<file path="config.mk">
export PLATFORM = sky130hd
export DESIGN_NAME = prog_mem_flat
export DESIGN_NICKNAME = d
export VERILOG_FILES = /design/src/rtl/prog_mem_if.sv /design/src/rtl/prog_mem.sv /design/src/flat_wrapper.sv
export SDC_FILE = /design/constraint.sdc
export NUM_CORES = 2
export LEC_CHECK = 0
export ABC_CLOCK_PERIOD_IN_PS = 12600
export BUFFER_PORTS_ARGS = -buffer_cell sky130_fd_sc_hd__buf_2
export CAP_MARGIN = 20
export CORE_MARGIN = 2
export CORE_UTILIZATION = 45
export CTS_CLUSTER_DIAMETER = 100
export CTS_CLUSTER_SIZE = 16
export DETAILED_ROUTE_END_ITERATION = 7
export GPL_ROUTABILITY_DRIVEN = 0
export PLACE_DENSITY = 0.57
export RECOVER_POWER = 50
export SLEW_MARGIN = 0
export SYNTH_ARGS = -nofsm -noshare
export SYNTH_HDL_FRONTEND = slang
export SYNTH_SLANG_ARGS = --single-unit
export TNS_END_PERCENT = 50
</file>
<file path="constraint.sdc">
create_clock -name clk -period 12.6 [get_ports clk]
set_input_delay 1.89 -clock clk [delete_from_list [all_inputs] [get_ports clk]]
set_output_delay 1.89 -clock clk [all_outputs]
set_load 0.05 [all_outputs]
</file>
<file path="src/rtl/prog_mem_if.sv">
// Bus bundle between the host loader / fetch stage and the instruction memory.
// The memory owns the slave side; the loader/core side uses master.
interface prog_mem_if #(
  parameter int DATA_W = 32,
  parameter int ADDR_W = 7
);
  logic              clr_start;
  logic              ld_start;
  logic [ADDR_W-1:0] ld_base;
  logic              ld_valid;
  logic [DATA_W-1:0] ld_data;
  logic              ld_last;
  logic              ld_ready;
  logic [ADDR_W:0]   ld_count;
  logic              ld_done;
  logic              clr_done;
  logic              busy;
  logic              rd_en;
  logic [ADDR_W-1:0] pc;
  logic [DATA_W-1:0] inst;
  logic              inst_valid;
  logic              retire;
  logic [ADDR_W-1:0] retire_addr;

  modport slave (
    input  clr_start, ld_start, ld_base, ld_valid, ld_data, ld_last,
    input  rd_en, pc, retire, retire_addr,
    output ld_ready, ld_count, ld_done, clr_done, busy, inst, inst_valid
  );

  modport master (
    output clr_start, ld_start, ld_base, ld_valid, ld_data, ld_last,
    output rd_en, pc, retire, retire_addr,
    input  ld_ready, ld_count, ld_done, clr_done, busy, inst, inst_valid
  );
endinterface

</file>
<file path="src/rtl/prog_mem.sv">
// Instruction memory with streaming loader, hardware clear sweep, registered
// fetch port and NOP-on-retire. A CLEAR/LOAD/IDLE controller serialises the
// single write port between sweep, loader and retire.
module prog_mem #(
  parameter int                DATA_W   = 32,
  parameter int                DEPTH    = 128,
  parameter int                ADDR_W   = $clog2(DEPTH),
  parameter logic [DATA_W-1:0] NOP_WORD = 32'h00001013
) (
  input  logic        clk,
  input  logic        rst,
  prog_mem_if.slave   bus
);

  typedef enum logic [1:0] {ST_CLEAR, ST_LOAD, ST_IDLE} state_e;

  localparam logic [ADDR_W:0]   FULL_CNT = (ADDR_W+1)'(DEPTH);
  localparam logic [ADDR_W:0]   CNT_INC  = (ADDR_W+1)'(1);
  localparam logic [ADDR_W-1:0] ADDR_INC = ADDR_W'(1);
  localparam logic [ADDR_W-1:0] LAST_IDX = ADDR_W'(DEPTH-1);

  state_e            state_q, state_d;
  logic [ADDR_W-1:0] clr_idx_q, clr_idx_d;
  logic [ADDR_W-1:0] waddr_q, waddr_d;
  logic [ADDR_W:0]   ld_count_q, ld_count_d;
  logic              ld_done_q, ld_done_d;
  logic              clr_done_q, clr_done_d;
  logic [DATA_W-1:0] inst_q, inst_d;
  logic              inst_valid_q, inst_valid_d;

  // Array has no reset; its contents are defined only by the clear sweep.
  logic [DATA_W-1:0] mem_q [DEPTH];

  logic              ld_ready;
  logic              xfer;
  logic              load_end;
  logic              mem_we;
  logic [ADDR_W-1:0] mem_waddr;
  logic [DATA_W-1:0] mem_wdata;

  // Loader handshake is combinational from state and count only.
  assign ld_ready = (state_q == ST_LOAD) && (ld_count_q < FULL_CNT);
  assign xfer     = ld_ready && bus.ld_valid;
  assign load_end = xfer && (bus.ld_last || ((ld_count_q + CNT_INC) == FULL_CNT));

  // State register: reset aborts anything in flight and restarts the sweep.
  always_ff @(posedge clk or posedge rst) begin
    if (rst) state_q <= ST_CLEAR;
    else     state_q <= state_d;
  end

  // Next-state logic: clear request beats load request in IDLE.
  always_comb begin
    state_d = state_q;
    unique case (state_q)
      ST_CLEAR: if (clr_idx_q == LAST_IDX) state_d = ST_IDLE;
      ST_IDLE: begin
        if (bus.clr_start)     state_d = ST_CLEAR;
        else if (bus.ld_start) state_d = ST_LOAD;
      end
      ST_LOAD:  if (load_end) state_d = ST_IDLE;
      default:  state_d = ST_CLEAR;
    endcase
  end

  // Per-state outputs: write-port mux, counters, done pulses and fetch read.
  always_comb begin
    clr_idx_d    = clr_idx_q;
    waddr_d      = waddr_q;
    ld_count_d   = ld_count_q;
    ld_done_d    = 1'b0;
    clr_done_d   = 1'b0;
    inst_d       = inst_q;
    inst_valid_d = 1'b0;
    mem_we       = 1'b0;
    mem_waddr    = '0;
    mem_wdata    = '0;
    unique case (state_q)
      ST_CLEAR: begin
        mem_we     = 1'b1;
        mem_waddr  = clr_idx_q;
        mem_wdata  = '0;
        clr_idx_d  = clr_idx_q + ADDR_INC;
        clr_done_d = (clr_idx_q == LAST_IDX);
      end
      ST_IDLE: begin
        // Read samples the array before this edge's retire write lands.
        if (bus.rd_en) begin
          inst_d       = mem_q[bus.pc];
          inst_valid_d = 1'b1;
        end
        if (bus.retire) begin
          mem_we    = 1'b1;
          mem_waddr = bus.retire_addr;
          mem_wdata = NOP_WORD;
        end
        if (bus.clr_start) begin
          clr_idx_d = '0;
        end else if (bus.ld_start) begin
          waddr_d    = bus.ld_base;
          ld_count_d = '0;
        end
      end
      ST_LOAD: begin
        if (xfer) begin
          mem_we     = 1'b1;
          mem_waddr  = waddr_q;
          mem_wdata  = bus.ld_data;
          waddr_d    = waddr_q + ADDR_INC;
          ld_count_d = ld_count_q + CNT_INC;
          ld_done_d  = load_end;
        end
      end
      default: ;
    endcase
  end

  // Control and fetch-output registers.
  always_ff @(posedge clk or posedge rst) begin
    if (rst) begin
      clr_idx_q    <= '0;
      waddr_q      <= '0;
      ld_count_q   <= '0;
      ld_done_q    <= 1'b0;
      clr_done_q   <= 1'b0;
      inst_q       <= '0;
      inst_valid_q <= 1'b0;
    end else begin
      clr_idx_q    <= clr_idx_d;
      waddr_q      <= waddr_d;
      ld_count_q   <= ld_count_d;
      ld_done_q    <= ld_done_d;
      clr_done_q   <= clr_done_d;
      inst_q       <= inst_d;
      inst_valid_q <= inst_valid_d;
    end
  end

  // Single write port into the storage array.
  always_ff @(posedge clk) begin
    if (mem_we) mem_q[mem_waddr] <= mem_wdata;
  end

  assign bus.ld_ready   = ld_ready;
  assign bus.ld_count   = ld_count_q;
  assign bus.ld_done    = ld_done_q;
  assign bus.clr_done   = clr_done_q;
  assign bus.busy       = (state_q != ST_IDLE);
  assign bus.inst       = inst_q;
  assign bus.inst_valid = inst_valid_q;

endmodule

</file>
<file path="src/flat_wrapper.sv">
// flat-port wrapper written by rule: the top's interface ports become plain ports
module prog_mem_flat 
#(
  parameter int                DATA_W   = 32,
  parameter int                DEPTH    = 128,
  parameter int                ADDR_W   = $clog2(DEPTH),
  parameter logic [DATA_W-1:0] NOP_WORD = 32'h00001013
)
  (clk, rst, bus_clr_start, bus_ld_start, bus_ld_base, bus_ld_valid, bus_ld_data, bus_ld_last, bus_rd_en, bus_pc, bus_retire, bus_retire_addr, bus_ld_ready, bus_ld_count, bus_ld_done, bus_clr_done, bus_busy, bus_inst, bus_inst_valid);
  prog_mem_if #(.DATA_W(DATA_W), .ADDR_W(ADDR_W)) bus_i ();
  input  logic clk;
  input  logic rst;
  input wire logic [$bits(bus_i.clr_start)-1:0] bus_clr_start;
  input wire logic [$bits(bus_i.ld_start)-1:0] bus_ld_start;
  input wire logic [$bits(bus_i.ld_base)-1:0] bus_ld_base;
  input wire logic [$bits(bus_i.ld_valid)-1:0] bus_ld_valid;
  input wire logic [$bits(bus_i.ld_data)-1:0] bus_ld_data;
  input wire logic [$bits(bus_i.ld_last)-1:0] bus_ld_last;
  input wire logic [$bits(bus_i.rd_en)-1:0] bus_rd_en;
  input wire logic [$bits(bus_i.pc)-1:0] bus_pc;
  input wire logic [$bits(bus_i.retire)-1:0] bus_retire;
  input wire logic [$bits(bus_i.retire_addr)-1:0] bus_retire_addr;
  output wire logic [$bits(bus_i.ld_ready)-1:0] bus_ld_ready;
  output wire logic [$bits(bus_i.ld_count)-1:0] bus_ld_count;
  output wire logic [$bits(bus_i.ld_done)-1:0] bus_ld_done;
  output wire logic [$bits(bus_i.clr_done)-1:0] bus_clr_done;
  output wire logic [$bits(bus_i.busy)-1:0] bus_busy;
  output wire logic [$bits(bus_i.inst)-1:0] bus_inst;
  output wire logic [$bits(bus_i.inst_valid)-1:0] bus_inst_valid;
  assign bus_i.clr_start = bus_clr_start;
  assign bus_i.ld_start = bus_ld_start;
  assign bus_i.ld_base = bus_ld_base;
  assign bus_i.ld_valid = bus_ld_valid;
  assign bus_i.ld_data = bus_ld_data;
  assign bus_i.ld_last = bus_ld_last;
  assign bus_i.rd_en = bus_rd_en;
  assign bus_i.pc = bus_pc;
  assign bus_i.retire = bus_retire;
  assign bus_i.retire_addr = bus_retire_addr;
  assign bus_ld_ready = bus_i.ld_ready;
  assign bus_ld_count = bus_i.ld_count;
  assign bus_ld_done = bus_i.ld_done;
  assign bus_clr_done = bus_i.clr_done;
  assign bus_busy = bus_i.busy;
  assign bus_inst = bus_i.inst;
  assign bus_inst_valid = bus_i.inst_valid;
  prog_mem #(.DATA_W(DATA_W), .DEPTH(DEPTH), .ADDR_W(ADDR_W), .NOP_WORD(NOP_WORD)) u_core (.clk(clk), .rst(rst), .bus(bus_i));
endmodule
</file>
=== Word level (Yosys, flattened, before mapping) ===
Memory sizes are Yosys's and may differ from the RTL's. A register that Yosys moved wholly into a read port is not among the register bits.
Cells that the tools add are included.

* Bits in registers: 27
* Bits in writable memories: 4096
* Input port bits: 61
* Output and inout bits: 45
* Word-level logic and storage cells: 66
* Memories: 1

{| class="wikitable"
|+ Memories
! name !! depth !! bits a word !! rd ports !! clocked after memory_dff !! write ports !! RTL line !! text
|-
| u_core.mem_q || 128 || 32 || 1 || 1 || 1 || prog_mem.sv:32 || <nowiki>logic [DATA_W-1:0] mem_q [DEPTH];</nowiki>
|}

* Add/subtract/negate cells: 3
* Magnitude comparators: 1
* Equality and inequality tests: 12
* Multiplexer cells: 31
* Reduce and logical (&&, ||, !) cells: 11

{| class="wikitable"
|+ Operators with widths
! kind !! count
|-
| $pmux W32 S2 || 1
|-
| $mux W7 || 6
|-
| $mux W32 || 1
|-
| $pmux W7 S2 || 2
|-
| $mux W8 || 3
|-
| $pmux W7 S3 || 1
|-
| $pmux W8 S2 || 1
|-
| $add A7 B1 Y7 const B || 2
|-
| $mux W13 || 1
|-
| $mux W1 || 9
|-
| $add A8 B1 Y8 const B || 1
|-
| $eq A8 B8 Y1 const B || 1
|-
| $lt A8 B8 Y1 const B || 1
|-
| $mux W2 || 4
|-
| $ne A2 B2 Y1 const B || 4
|-
| $eq A7 B7 Y1 const B || 1
|-
| $ne A2 B1 Y1 const B || 3
|-
| $pmux W2 S3 || 1
|-
| $reduce_and A2 Y1 || 2
|-
| $reduce_and A4 Y1 || 1
|-
| $reduce_bool A2 Y1 || 2
|-
| $logic_and A1 B1 Y1 || 3
|-
| $ne A3 B3 Y1 const B || 1
|-
| $pmux W1 S3 || 1
|-
| other kinds (5) || 5
|}

=== Logic depth before layout (Yosys ltp) ===
* Depth in word-level cells: 7
* Depth in mapped cells: 12
* Mapped depth without buffers: 8

=== Worst setup path before layout ===
No wires, ideal clock.

* Path kind: input-to-reg
* Start: input bus_ld_valid
* End: memory u_core.mem_q[0][4] (data pin)
* Setup time: 830 ps
* Arrival time: 5947 ps
* Required time: 11770 ps
* Slack: 5823 ps
* Stages: 6
* Buffers on the path: 3
* Cell sequence: and3b_1 > buf_2 > clkbuf_1 > clkbuf_1 > a21oi_1 > nor2b_1

* Word-level cells in the longest chain between the ends: 3

{| class="wikitable"
|+ Ends and longest elaborated chain
! item !! RTL line !! text
|-
| from (decl) || flat_wrapper.sv:16 || <nowiki>input wire logic [$bits(bus_i.ld_valid)-1:0] bus_ld_valid;</nowiki>
|-
| $logic_and A1 B1 Y1 || prog_mem.sv:43 || <nowiki>assign xfer = ld_ready && bus.ld_valid;</nowiki>
|-
| $mux W32 || prog_mem.sv:105 || <nowiki>if (xfer) begin</nowiki>
|-
| $pmux W32 S2 || prog_mem.sv:78 || <nowiki>unique case (state_q)</nowiki>
|-
| named net u_core.mem_wdata[4] || prog_mem.sv:39 || <nowiki>logic [DATA_W-1:0] mem_wdata;</nowiki>
|-
| to (decl) || prog_mem.sv:32 ||
|}

The timed path passes the listed nets, and every way through them passes these cells.

=== Worst setup path in the final report ===
* Start: register u_core.state_q[1]
* End: memory u_core.mem_q[35][28] (enable)

* Word-level cells in the longest chain between the ends: 7
* Elaborated cells on any way between the ends: 11
* Those cells by class: 2 x eq/ne; 6 x mux; 3 x reduce/logical

{| class="wikitable"
|+ Ends and longest elaborated chain
! item !! RTL line !! text
|-
| from (decl) || prog_mem.sv:22 || <nowiki>state_e state_q, state_d;</nowiki>
|-
| from (signal assigned) || prog_mem.sv:49 || <nowiki>else state_q <= state_d;</nowiki>
|-
| $eq A2 B1 Y1 || prog_mem.sv:42, prog_mem.sv:78 ||
|-
| $logic_and A1 B1 Y1 || prog_mem.sv:42 || <nowiki>assign ld_ready = (state_q == ST_LOAD) && (ld_count_q < FULL_CNT);</nowiki>
|-
| $logic_and A1 B1 Y1 || prog_mem.sv:43 ||
|-
| $mux W1 || prog_mem.sv:105 ||
|-
| $pmux W1 S3 || prog_mem.sv:78 ||
|-
| $mux W1 || prog_mem.sv:141 || <nowiki>if (mem_we) mem_q[mem_waddr] <= mem_wdata;</nowiki>
|-
| $mux W1 (not written as such) || prog_mem.sv:141 ||
|}

Parallel ways exist; a longest one is shown, timed or not.

==> impl_results.md <==
- Last element of the critical path: u_core.mem_q[35][28]
- Setup TNS: 0 ns
- Hold WC Path Type: register to register
- Global-route wire length before repair: 634500 µm
- RR Startpoint: u_core.state_q[1]
- CP endpoint kind: register
- CTS Buf Count: 299
- Starting density of the core: 0.4529
- Row Count: 218
- Worst endpoint data arrival time: 9.79 ns
- Reg2Reg Setup Slack: 3.44 ns
- Max-slew violations: 2457
- Synth Area per Inst: 20.98 µm²
- Share of cells above drive strength 1: 0.2012
- Worst-path maximum fanout: 46
- Top-Level Pins: 106
- Worst setup path class: register to register
- Fin cells: 12756
- Sw frac: 0.2569
- Hold Vio Cnt, Final: 0
- Total GRT Usage: 0.2534
- CTS max path bufs: 4
- Area contributors post-synth: edfxtp_1 77%, mux4_2 10%, mux2i_1 4.6%, o22ai_1 1.0%, dfrtp_1 0.92%
- RSZ-0062 raised after global routing: false
- # fillers: 28273
- Area leader, netlist: edfxtp_1
- Post-CTS setup buffer count: 0
- Post-CTS Resized: 0
- Worst clock skew: 0.08253 ns
- WHS Path Cells: 2
- Post-synth EDFFs: ~4000
- Worst vdd ir: 159.8 µV
- Synthesized instance count: 7618
- Leakage: about 55 nW
- CORE AREA: around 350000 µm²
- Pin count of the biggest net entering global routing: 109
- FF+latch count, synth: 4155
- FF-to-FF path depth: 12
- Grt ovf: 0
- PwrDens: approximately 160 nW/µm²
- Wire per inst: 36.04 µm
- Yosys synthesis warning count: 0
- Inst Count DP: 12310
- Failing checks: capacitance limit, slew limit
- Die W: 600.0 µm
- Die Area: 360000 µm²
- DRT Pass-1 Iters: 6
- Die Y: about 600 µm
- Clock transition at the registers of the reported paths: 0.08 ns
- Nets@finish: 7953
- Post-synth cell types: 53
- Vias per cell: just over 6
- Crit path launch: u_core.state_q[1]
- End-of-flow core utilization: 0.4985
- Top FF cell, synth: edfxtp_1
- Antenna viol nets, final: 0
- H-tree depth: 5
- Total routed wirelength: 459700 µm
- Seq pwr share: 0.569
- Vias in the first global route: 78246
- Hold buffers post-CTS: 0
- Max-cap violations: 52
- Clk_lat worst skew: ~0.96 ns
- CTS sink count: 4155
- Register area share after synthesis: 0.7787
- Yosys top cell area share: 0.7695
- Max-Slew Margin vs Limit: -1.499
- Status: finished, violations left
- Post-synth top cells: 4096 x edfxtp_1, 734 x mux2i_1, 709 x mux4_2, 272 x nor2_1, 262 x o22ai_1
- Vias: between 70000 and 80000
- Top-count cell post-synth: edfxtp_1
- I/O Buffers: 105
- Area growth from synthesis to layout: 10.09%
- Synthesized Nets: 7688
- Tcrit/Tclk final: 0.7271
- CTS tree: yes
- Achievable Freq: 109.1 MHz
- Final setup viols: 0
- Tmin final: 9.162 ns
- Switching power: approximately 7.3 mW
- Reg2reg end: u_core.mem_q[35][28]
- Synth Cell Area: 159800 µm²
- Drt first-iter violations: ~10000
- Root buf cell: clkbuf_16
- CP Launch Type: register
- Int Power: 21.19 mW
- Clock power frac: 0.320
- Dpl hpwl: roughly 260000 µm
- Drc violations: 0
- Initial antenna violation count: 24
- Combinational share of power: 0.111
- Least-Margin Pin Slew: 3.749 ns
- Crit path required time: approximately 13 ns
- Asr flop ratio synth: 0.01420
[layout make-up]
cell class	count	area, µm²	area share
antenna	11	27.53	0.0001564
clock buffer	417	8138	0.04625
clock inverter	16	206.4	0.001173
inverter	9	35.03	0.0001991
multi-input combinational	3004	34190	0.1943
sequential	4155	124500	0.7074
tap	4730	5918	0.03363
timing repair buffer	414	2974	0.01690
[per-layer routing]
metal  global-route usage  vias up  share of wire
met3              0.03953      584          0.077
met4              0.07843        6          0.036
met1               0.3501    43136           0.40
met2               0.4163     3489           0.49
li1                     -    32310              -
met5                    0        -       0.000089
[state kept, by name, summed over array words and instances, names as in the netlist]
signal                 cells
u_core.bus.inst           32
u_core.waddr_q             7
u_core.bus.inst_valid      1
u_core.mem_q            4096
u_core.bus.clr_done        1
u_core.clr_idx_q           7
u_core.state_q             2
u_core.bus.ld_done         1
u_core.bus.ld_count        8
[worst min path at each step]
stage                              from                  end  slack (ns)
floorplan           u_core.clr_idx_q[5]  u_core.clr_idx_q[5]        0.47
finish               u_core.bus.inst[5]   u_core.bus.inst[5]        0.50
global route        u_core.clr_idx_q[2]  u_core.clr_idx_q[2]        0.53
CTS                  u_core.bus.inst[5]   u_core.bus.inst[5]        0.50
detailed placement   u_core.bus.inst[5]   u_core.bus.inst[5]        0.48
global placement     u_core.bus.inst[5]   u_core.bus.inst[5]        0.47
[kinds of logic after synthesis]
logic type | count (synthesis) | synth area share
DFF | 4155 | 0.7787
muxes | 1503 | 0.1501
AOI/OAI and AO/OA | 785 | 0.03530
and+or+nand+nor | 702 | 0.02032
buffers and inverters | 459 | 0.01458
adders and majority gates | 9 | 0.0007045
xor gates and xnor gates | 5 | 0.0002740
[worst max-delay path: stages, from the launching register on]
cell and delay (ns):
dfrtp_1 0.43, inv_1 0.13, ha_1 0.16, clkbuf_1 1.30, and3b_2 0.36, clkbuf_1 1.50, nand2_1 0.30, nand2_1 0.23
nor2_1 0.10, nand2_2 0.11, clkbuf_1 2.25, nor2_1 1.28, buf_4 0.61
[per-stage QoR]
| step | area [µm²] | hold slack, ns | power, mW | setup WS, ns |
|---|---|---|---|---|
| finish | 176000 | 0.5041 | 28.51 | 3.438 |
| global placement | 167800 | 0.4744 | 19.66 | 5.481 |
| CTS | 176200 | 0.4985 | 28.70 | 6.663 |
| global route | 175900 | 0.5258 | 29.30 | 3.287 |
| detailed placement | 167900 | 0.4780 | 19.72 | 5.633 |
| floorplan | 159800 | 0.4676 | 18.01 | 5.823 |
[placed cells by master, fill, tap and decap left out, drive strengths merged, types with 47 or more instances in the layout]
cell type / instances
a211oi: 58
a221oi: 91
buf: 345
clkbuf: 486
dfrtp: 59
edfxtp: 4096
mux2: 60
mux2i: 734
mux4: 709
nand2: 86
nand3: 47
nor2: 272
nor2b: 65
nor3: 162
o211ai: 59
o21ai: 85
o221ai: 86
o22ai: 262
[power groups by stage]
stage / clock network [mW] / logic, mW / registers [mW]
2_1_floorplan: 0 / 1.46 / 16.5
3_3_place_gp: 0 / 3.20 / 16.5
3_5_place_dp: 0 / 3.25 / 16.5
4_1_cts: 9.27 / 3.25 / 16.2
5_1_grt: 9.75 / 3.30 / 16.2
6_report: 9.11 / 3.18 / 16.2
Note: power is estimated with default switching activity, not from simulation.
